### src/rtl/alu_cmd_sequencer.sv
// ---------------------------------------------------------------------------
// alu_cmd_sequencer
//   Command-side controller for a 4-bit combinational ALU. A command is taken
//   over a valid/ready handshake, its operands are registered, the ALU is
//   evaluated from those registers, and the result is returned over a
//   valid/ready response channel. An accumulator holds the last result so
//   commands can chain on it; op_cnt counts completed responses.
//
//   Optional feature macro: ALU_ERR_EN adds the rsp_err divide-by-zero flag.
//
// Ports
//   clk, rst            clock, synchronous active-high reset
//   cmd_valid/cmd_ready command handshake
//   cmd_oc, cmd_a/b     opcode and operands (ADD,SUB,MUL,DIV,NOT,XOR,OR,AND)
//   cmd_use_acc         take operand A from the accumulator
//   acc_clr             reload ACC_INIT into the accumulator (IDLE only)
//   rsp_valid/rsp_ready response handshake, rsp_f result
//   acc                 accumulator value
//   op_cnt              completed-response count (wraps)
//   rsp_err             divide-by-zero flag (ALU_ERR_EN only)
// ---------------------------------------------------------------------------

// Combinational 4-bit ALU; arithmetic wraps modulo 16.
module alu (
    input  logic [2:0] oc_i,
    input  logic [3:0] a_i,
    input  logic [3:0] b_i,
    output logic [3:0] f_o
);
    always_comb begin
        f_o = 4'h0;
        case (oc_i)
            3'd0: f_o = a_i + b_i;
            3'd1: f_o = a_i - b_i;
            3'd2: f_o = a_i * b_i;
            3'd3: f_o = a_i / b_i;
            3'd4: f_o = ~a_i;
            3'd5: f_o = a_i ^ b_i;
            3'd6: f_o = a_i | b_i;
            default: f_o = a_i & b_i;
        endcase
    end
endmodule

module alu_cmd_sequencer #(
    parameter int unsigned CNT_W    = 8,
    parameter logic [3:0]  ACC_INIT = 4'h0
) (
    input  logic             clk,
    input  logic             rst,
    input  logic             cmd_valid,
    output logic             cmd_ready,
    input  logic [2:0]       cmd_oc,
    input  logic [3:0]       cmd_a,
    input  logic [3:0]       cmd_b,
    input  logic             cmd_use_acc,
    input  logic             acc_clr,
    output logic             rsp_valid,
    input  logic             rsp_ready,
    output logic [3:0]       rsp_f,
    output logic [3:0]       acc,
    output logic [CNT_W-1:0] op_cnt
`ifdef ALU_ERR_EN
    ,
    output logic             rsp_err
`endif
);
    typedef enum logic [1:0] {
        IDLE = 2'd0,
        EXEC = 2'd1,
        RESP = 2'd2
    } state_t;

    localparam logic [2:0] OC_DIV = 3'd3;

    state_t           state_q;
    logic             cmd_ready_q;
    logic             rsp_valid_q;
    logic [3:0]       rsp_f_q;
    logic [3:0]       acc_q;
    logic [CNT_W-1:0] op_cnt_q;
    logic [2:0]       oc_q;
    logic [3:0]       op_a_q;
    logic [3:0]       op_b_q;
`ifdef ALU_ERR_EN
    logic             rsp_err_q;
`endif

    logic [3:0] alu_f;
    logic       div0;
    logic [3:0] res_d;
    logic [3:0] op_a_d;

    // The ALU only ever sees the registered operands.
    alu u_alu (
        .oc_i (oc_q),
        .a_i  (op_a_q),
        .b_i  (op_b_q),
        .f_o  (alu_f)
    );

    // Divide by zero returns all ones whatever the ALU produces.
    assign div0  = (oc_q == OC_DIV) && (op_b_q == 4'h0);
    assign res_d = div0 ? 4'hF : alu_f;

    // A clear in the accept cycle beats the accumulator for operand A too.
    assign op_a_d = !cmd_use_acc ? cmd_a :
                    acc_clr      ? ACC_INIT : acc_q;

    always_ff @(posedge clk) begin
        if (rst) begin
            state_q     <= IDLE;
            cmd_ready_q <= 1'b1;
            rsp_valid_q <= 1'b0;
            rsp_f_q     <= 4'h0;
            acc_q       <= ACC_INIT;
            op_cnt_q    <= '0;
            oc_q        <= 3'd0;
            op_a_q      <= 4'h0;
            op_b_q      <= 4'h0;
`ifdef ALU_ERR_EN
            rsp_err_q   <= 1'b0;
`endif
        end else begin
            case (state_q)
                IDLE: begin
                    if (acc_clr) acc_q <= ACC_INIT;
                    if (cmd_valid) begin
                        oc_q        <= cmd_oc;
                        op_a_q      <= op_a_d;
                        op_b_q      <= cmd_b;
                        cmd_ready_q <= 1'b0;
                        state_q     <= EXEC;
                    end
                end
                EXEC: begin
                    rsp_f_q     <= res_d;
                    acc_q       <= res_d;
                    rsp_valid_q <= 1'b1;
`ifdef ALU_ERR_EN
                    rsp_err_q   <= div0;
`endif
                    state_q     <= RESP;
                end
                RESP: begin
                    // No bypass: the next command is only seen back in IDLE.
                    if (rsp_ready) begin
                        rsp_valid_q <= 1'b0;
                        op_cnt_q    <= op_cnt_q + CNT_W'(1);
                        cmd_ready_q <= 1'b1;
`ifdef ALU_ERR_EN
                        rsp_err_q   <= 1'b0;
`endif
                        state_q     <= IDLE;
                    end
                end
                default: begin
                    state_q     <= IDLE;
                    cmd_ready_q <= 1'b1;
                    rsp_valid_q <= 1'b0;
                end
            endcase
        end
    end

    assign cmd_ready = cmd_ready_q;
    assign rsp_valid = rsp_valid_q;
    assign rsp_f     = rsp_f_q;
    assign acc       = acc_q;
    assign op_cnt    = op_cnt_q;
`ifdef ALU_ERR_EN
    assign rsp_err   = rsp_err_q;
`endif

endmodule
### config.mk
export PLATFORM = sky130hd
export DESIGN_NAME = alu_cmd_sequencer
export DESIGN_NICKNAME = d
export VERILOG_FILES = /design/src/rtl/alu_cmd_sequencer.sv
export SDC_FILE = /design/constraint.sdc
export NUM_CORES = 1
export LEC_CHECK = 0
export ABC_AREA = 1
export BUFFER_PORTS_ARGS = -buffer_cell sky130_fd_sc_hd__buf_2
export CAP_MARGIN = 20
export CELL_PAD_IN_SITES_DETAIL_PLACEMENT = 0
export CELL_PAD_IN_SITES_GLOBAL_PLACEMENT = 2
export CORE_MARGIN = 4
export CORE_UTILIZATION = 32
export CTS_CLUSTER_SIZE = 28
export DETAILED_ROUTE_END_ITERATION = 7
export PLACE_DENSITY_LB_ADDON = 0.1
export SLEW_MARGIN = 20
export SYNTH_ARGS = -nofsm -noshare
export SYNTH_HDL_FRONTEND = slang
export SYNTH_SLANG_ARGS = --single-unit
### constraint.sdc
create_clock -name clk -period 4.6 [get_ports clk]
set_input_delay 0.23 -clock clk [delete_from_list [all_inputs] [get_ports clk]]
set_output_delay 0.23 -clock clk [all_outputs]
set_load 0.02 [all_outputs]
==> results of run 1 <==
## routing by layer
layer / part of all wire / vias to the layer above / routed length [microns] / global-route usage
met5: 0 / - / 0 / 0
met4: 0.013 / 0 / 78 / 0.0384
met3: 0.032 / 7 / 199 / 0.0287
met2: 0.46 / 39 / 2850 / 0.263
met1: 0.49 / 930 / 3050 / 0.199
li1: - / 1132 / - / -
## cells in the mapped netlist, types with 2 or more instances
cell type / number
nor3_2: 3
o21bai_1: 2
buf_2: 3
o21ai_1: 4
o21ai_0: 23
dfxtp_1: 31
a221oi_1: 4
nand4_1: 4
a21oi_1: 41
inv_1: 46
clkbuf_1: 3
xor2_1: 3
nand3_1: 20
nand3b_1: 2
nor3_1: 3
ha_1: 30
nand2_1: 69
nor2_1: 10
inv_2: 3
## logic make-up (layout without fill, tap and decap cells)
kind of cell | after synthesis | count (layout) | synth area share
and+or+nand+nor | 117 | 117 | 0.244
AOI/OAI and AO/OA | 80 | 80 | 0.196
buffers and inverters | 55 | 92 | 0.0933
adders and majority gates | 31 | 31 | 0.175
DFF | 31 | 31 | 0.275
xor gates and xnor gates | 4 | 4 | 0.0155
## sequential cells by signal, summed over array words and instances, names as in the netlist
signal	cells
state_q	2
op_cnt	8
rsp_valid	1
oc_q	3
rsp_f	4
op_b_q	4
op_a_q	4
cmd_ready	1
acc	4
## worst register-to-register path, delay by kind of cell, from the launching register on
family,cells,cell delay (ns)
AND/OR/NAND/NOR,5,0.45
AO/OA/AOI/OAI,12,1.64
buffers and inverters,3,0.28
adder cells (fa/ha/maj),4,1.20
flip-flops,1,0.39
## metrics by stage
| step | cell area (sq um) | setup WS (ns) | total power [W] |
|---|---|---|---|
| finish | 2620 | 0.501 | 0.000803 |
| global route | 2620 | 0.00263 | 0.000874 |
| global placement | 2520 | 0.412 | 0.000605 |
| CTS | 2600 | 0.141 | 0.000802 |
| floorplan | 2250 | 0.776 | 0.000527 |
| detailed placement | 2520 | 0.161 | 0.000605 |
## power groups by stage
stage               combinational (W)  clock, W  sequential [W]
finish                       0.000301  0.000193        0.000309
global placement             0.000290         0        0.000315
global route                 0.000348  0.000214        0.000312
floorplan                    0.000211         0        0.000316
detailed placement           0.000290         0        0.000314
CTS                          0.000292  0.000201        0.000309
## layout make-up
cell class | count | area [sq um]
clock buffer | 6 | 72.6
fill | 765 | 4210
inverter | 49 | 184
tap | 96 | 120
timing repair buffer | 37 | 193
sequential | 31 | 624
multi-input combinational | 232 | 1430
## how the worst min path moves through the flow
| stage | startpoint | end | slack, ns | cells past startpoint |
|---|---|---|---|---|
| final | cmd_b[1] | op_b_q[1]$_SDFFE_PP0P_ | 0.24 | 3 |
| after global routing | cmd_b[2] | op_b_q[2]$_SDFFE_PP0P_ | 0.27 | 3 |
| after CTS | cmd_oc[1] | oc_q[1]$_SDFFE_PP0P_ | 0.23 | 3 |
| after detailed placement | rsp_f[2]$_SDFFE_PP0P_ | rsp_f[2]$_SDFFE_PP0P_ | 0.45 | 2 |
| after global placement | rsp_f[2]$_SDFFE_PP0P_ | rsp_f[2]$_SDFFE_PP0P_ | 0.45 | 2 |
| after floorplan | rst | op_b_q[3]$_SDFFE_PP0P_ | 0.40 | 3 |
## what timing repair did
action	4_1_cts	5_1_grt
setup endpoints to repair	0	2
gates resized for setup	0	7
setup buffers	0	2
==> metrics, run 1 <==
Placed Cells incl. Taps=443; number of DRC markers in iteration 0=71; DRT antenna net count=0; Crit path depth=24; Synth cell types=33; sequential share of the synthesized area=0.275; upper clock frequency limit=244 MHz; reg2reg end=rsp_f[0]$_SDFFE_PP0P_; CTS tree=done; post-detail-place hpwl=5.04 mm; Reg power frac=0.385; Period minus WS final=4.10 ns; synth warn=0; hold_ws=0.238 ns; Critical Path RT=4.74 ns; WL per Instance=13.7 microns; unrepaired setup endpoints after global routing=false; CTS Sinks=31; crit path to=rsp_f[0]$_SDFFE_PP0P_; commonest non-fill, non-tap cell in the layout=nand2_1; die footprint=0.00845 sq mm; largest vdd supply drop=200 uV; Core ar.=0.00683 sq mm; die height=91.9 microns; cts bufs inserted=5; final wirelength=6.18 mm; commonest non-fill, non-tap cells in the layout=nand2_1 (69), inv_1 (44), a21oi_1 (40); P per Cell Area=306 mW/mm^2; drc violations=0; depth of the worst register-to-register path=24; mapped cell area=0.00225 sq mm; static leakage=1.29 nW; relative slew slack=0.540; outcome=completed; Area Overhead vs Synth=16.3%; Least-Margin Pin Slew=0.688 ns; Pre-antenna DRT Iters=4; vias in the first global route=2108; Antenna Cells=0; Via Count=2108; Worst setup startpoint=op_b_q[0]$_SDFFE_PP0P_; delay-heaviest family, CP=compound AO/OA/AOI/OAI gates; share of post-route cells with drive strength above 1=0.163; I/O Pins=35; Worst path slowest cell=dfxtp_4; Clock power frac=0.240; Post-Syn Instances=318; Final Wtd Congestion=0.806; Final Util=0.384; Avg Synthesized Cell Area=7.09 sq um; min-delay worst type=in2reg; Psw=0.000298 W; Critical Path Source Type=flip-flop; H-Tree Depth=2; initial antenna violation count=0; Crit. End Element=flip-flop; fin cells=451; final setup skew=0.00255 ns; first-pass GRT wire length=10.5 mm; Worst R2R Start=op_b_q[0]$_SDFFE_PP0P_; largest stage delay on the critical path=0.39 ns; CP Cell Sequence=inv_2, ha_1, o211ai_1, o21ai_1, ha_1, o21ai_0, a21oi_1, inv_1, nand2_1, o21ai_1, ha_1, a21oi_1, nand2_1, nand2_1, a21oi_2, inv_2, o21ai_0, ha_1, a21oi_1, o21ai_0, o21ai_0, nand4_1, nand2_1, a21oi_1; setup TNS=0 ns; Seq cells post-synth=31; Power Internal=0.000505 W; R2R Setup Slk=0.50 ns; dominant synthesized flop cell=dfxtp_1; Final Setup Violations=0; share of the synthesized area in the top cell type=0.275; initial core utilization=0.330; Crit Path Category=reg2reg; nets@finish=404; logic gate share of total power=0.375; hold_buf cts=0; max-cap violation count=0; Arrival @ worst endpoint=4.24 ns; Total GRT Usage=0.154; CTS Root Cell=clkbuf_8; CP max FO=7; largest net degree at the start of global routing=24; DIE WIDTH=91.9 microns; grt total ovfl=0; Final Hold Fails=0; top cells by area, synth=dfxtp_1 (28%), ha_1 (17%), nand2_1 (11%); fin. max-slew vios=0; Sw Ratio=0.371; vias per cell=4.67; syn_nets=366; asr flop ratio synth=0; IO Port Bufs=34; number of synthesized flops with an enable pin=0; clk slew on worst S/H paths=0.06 ns; final worst-path cycle share=0.891; standard-cell row count=30; Worst-Skew Late Latency=0.27 ns; CP bufs+invs=3; clock buffer depth=2; cell taking the most area after synthesis=dfxtp_1
Note: power is estimated with default switching activity, not from simulation.
==> inputs of run 2 (changes only) <==
--- a/config.mk
+++ b/config.mk
@@ -6,7 +6,7 @@
 export NUM_CORES = 1
 export LEC_CHECK = 0
 export ABC_AREA = 1
-export BUFFER_PORTS_ARGS = -buffer_cell sky130_fd_sc_hd__buf_2
+export BUFFER_PORTS_ARGS = -buffer_cell sky130_fd_sc_hd__buf_4
 export CAP_MARGIN = 20
 export CELL_PAD_IN_SITES_DETAIL_PLACEMENT = 0
 export CELL_PAD_IN_SITES_GLOBAL_PLACEMENT = 2
==> run 2 against run 1 <==
  * Sequential share of layout area shrank 0.98 points
  * Cell count increased by 0.44%
  * Global-route usage increased by 0.53 points
  * Count of clock-buffer cells in the layout up 2
  * Via count about the same
  * Highest routed layer unchanged
  * Combinational power rose by 3%
  * First-iteration DRC count grew 34%
==> metrics, run 2 (synthesis results as in run 1) <==
number of DRC markers in iteration 0=95 (+34%); max reg flops=8 (unchanged); Worst-Skew Late Latency=0.28 ns (about the same); IO Port Bufs=34 (unchanged); WHS Path Cells=3 (unchanged); DRT antenna net count=0 (unchanged); standard-cell row count=30 (unchanged); Worst path slowest cell=dfxtp_4; CP Cell Sequence=inv_2, ha_1, o211ai_1, o21ai_1, ha_1, o21ai_0, a21oi_1, inv_1, nand2_1, o21ai_1, ha_1, a21oi_1, nand2_1, nand2_1, a21oi_2, inv_1, o21ai_0, ha_1, a21oi_1, o21ai_0, o21ai_0, nand4_1, nand2_1, a21oi_1; Via Count=2109 (+0.047%); largest stage delay on the critical path=0.39 ns (about the same); vias in the first global route=2126 (+0.85%); Total GRT Usage=0.159 (+0.00530); Crit. End Element=flip-flop; hold_ws=0.240 ns (+0.00299 ns); max-cap violation count=0 (unchanged); Final Wtd Congestion=0.837 (+3.9%); CTS Root Cell=clkbuf_8; initial core utilization=0.330 (unchanged); final setup skew=0.00485 ns (+0.00229 ns); DIE WIDTH=91.9 microns (unchanged); Core ar.=0.00683 sq mm (unchanged); Critical Path RT=4.76 ns (+0.02 ns); Antenna Cells=0 (unchanged); Period minus WS final=4.08 ns (-0.0195 ns); final setup margin=0.521 ns (+0.0195 ns); clock buffer depth=2 (unchanged); commonest non-fill, non-tap cells in the layout=nand2_1 (69), inv_1 (45), a21oi_1 (40); depth of the worst register-to-register path=24 (unchanged); fin. max-slew vios=0 (unchanged); Area after DPL=0.00261 sq mm (+3.4%); Critical Path Source Type=flip-flop; min-delay worst type=in2reg; nets@finish=404 (unchanged); outcome=completed; CP bufs+invs=3 (unchanged); upper clock frequency limit=245 MHz (+0.48%); Finished Cell Area=0.00273 sq mm (+4.3%); static leakage=1.32 nW (+2.3%); die height=91.9 microns (unchanged); largest net degree at the start of global routing=24 (unchanged); relative slew slack=0.534 (-0.00561); Crit path depth=24 (unchanged); CTS Sinks=31 (unchanged); post-detail-place hpwl=5.06 mm (+0.32%); Final Setup Violations=0 (unchanged); P per Cell Area=312 mW/mm^2 (+1.9%); first-pass GRT wire length=10.7 mm (+1.7%); die footprint=0.00845 sq mm (unchanged); initial antenna violation count=0 (unchanged); Least-Margin Pin Slew=0.697 ns (+0.00840 ns); share of post-route cells with drive strength above 1=0.165 (+0.00189); commonest non-fill, non-tap cell in the layout=nand2_1; CP max FO=7 (unchanged); DP Worst Slack=0.224 ns (+0.0631 ns); WL per Instance=13.8 microns (+0.91%); clk slew on worst S/H paths=0.07 ns (about the same); delay-heaviest family, CP=compound AO/OA/AOI/OAI gates; setup TNS=0 ns (unchanged); Worst setup startpoint=op_b_q[0]$_SDFFE_PP0P_; Final Util=0.400 (+0.0165); Worst R2R Start=op_b_q[0]$_SDFFE_PP0P_; Pre-antenna DRT Iters=4 (unchanged); final worst-path cycle share=0.887 (-0.00425); drc violations=0 (unchanged); Final Hold Fails=0 (unchanged); cts bufs inserted=5 (unchanged); hold_buf cts=0 (unchanged); largest vdd supply drop=199 uV (-0.61%); Area Overhead vs Synth=21.3%; vias per cell=4.66 (-0.39%); final wirelength=6.26 mm (+1.4%); H-Tree Depth=2 (unchanged); CTS tree=done; Crit Path Category=reg2reg; I/O Pins=35 (unchanged); hold path start=cmd_oc[1]; Arrival @ worst endpoint=4.24 ns (about the same); grt total ovfl=0 (unchanged)
run 2: cell types whose count changed in the layout (fill, tap and decap cells not counted), sizes merged:
cell	change
clkbuf	+2
run 2: tightest hold or removal path: stages:
cell	delay, ns
buf_4	0.07
o21ai_0	0.07
a21oi_1	0.10
run 2: worst paths after layout:
path | endpoint | slack [ns]
setup / recovery | acc[0]$_SDFFE_PP0P_ | 0.52
hold / removal | oc_q[1]$_SDFFE_PP0P_ | 0.24
setup reg to reg | acc[0]$_SDFFE_PP0P_ | 0.52
hold reg to reg | rsp_f[2]$_SDFFE_PP0P_ | 0.46
run 2: repair_timing:
item	4_1_cts	5_1_grt
resized for setup	0	6
setup buffers	0	2
endpoints found under the setup margin	0	2
run 2: area by class of cell:
class / instances / area, sq um
Timing Repair Buffer: 37 / 278
Fill cell: 753 / 4100
Inverter: 49 / 184
Clock buffer: 8 / 100
Multi-Input combinational cell: 232 / 1430
Sequential cell: 31 / 624
Tap cell: 96 / 120
run 2: layer usage:
| layer | part of all wire | GRT usage | up-vias |
|---|---|---|---|
| li1 | - | - | 1142 |
| met1 | 0.48 | 0.209 | 939 |
| met2 | 0.49 | 0.274 | 26 |
| met3 | 0.027 | 0.0271 | 2 |
| met4 | 0.0050 | 0.0334 | 0 |
| met5 | 0 | 0 | - |
run 2: stage by stage:
stage          std cells  total power (W)
2_1_floorplan        318         0.000527
3_3_place_gp         443         0.000615
3_5_place_dp         443         0.000614
4_1_cts              451         0.000856
5_1_grt              453         0.000928
6_report             453         0.000853
run 2: power breakdown:
group | switching, W | internal [W]
Clock | 0.0000981 | 0.000136
Combinational | 0.000184 | 0.000126
Sequential | 0.0000240 | 0.000286
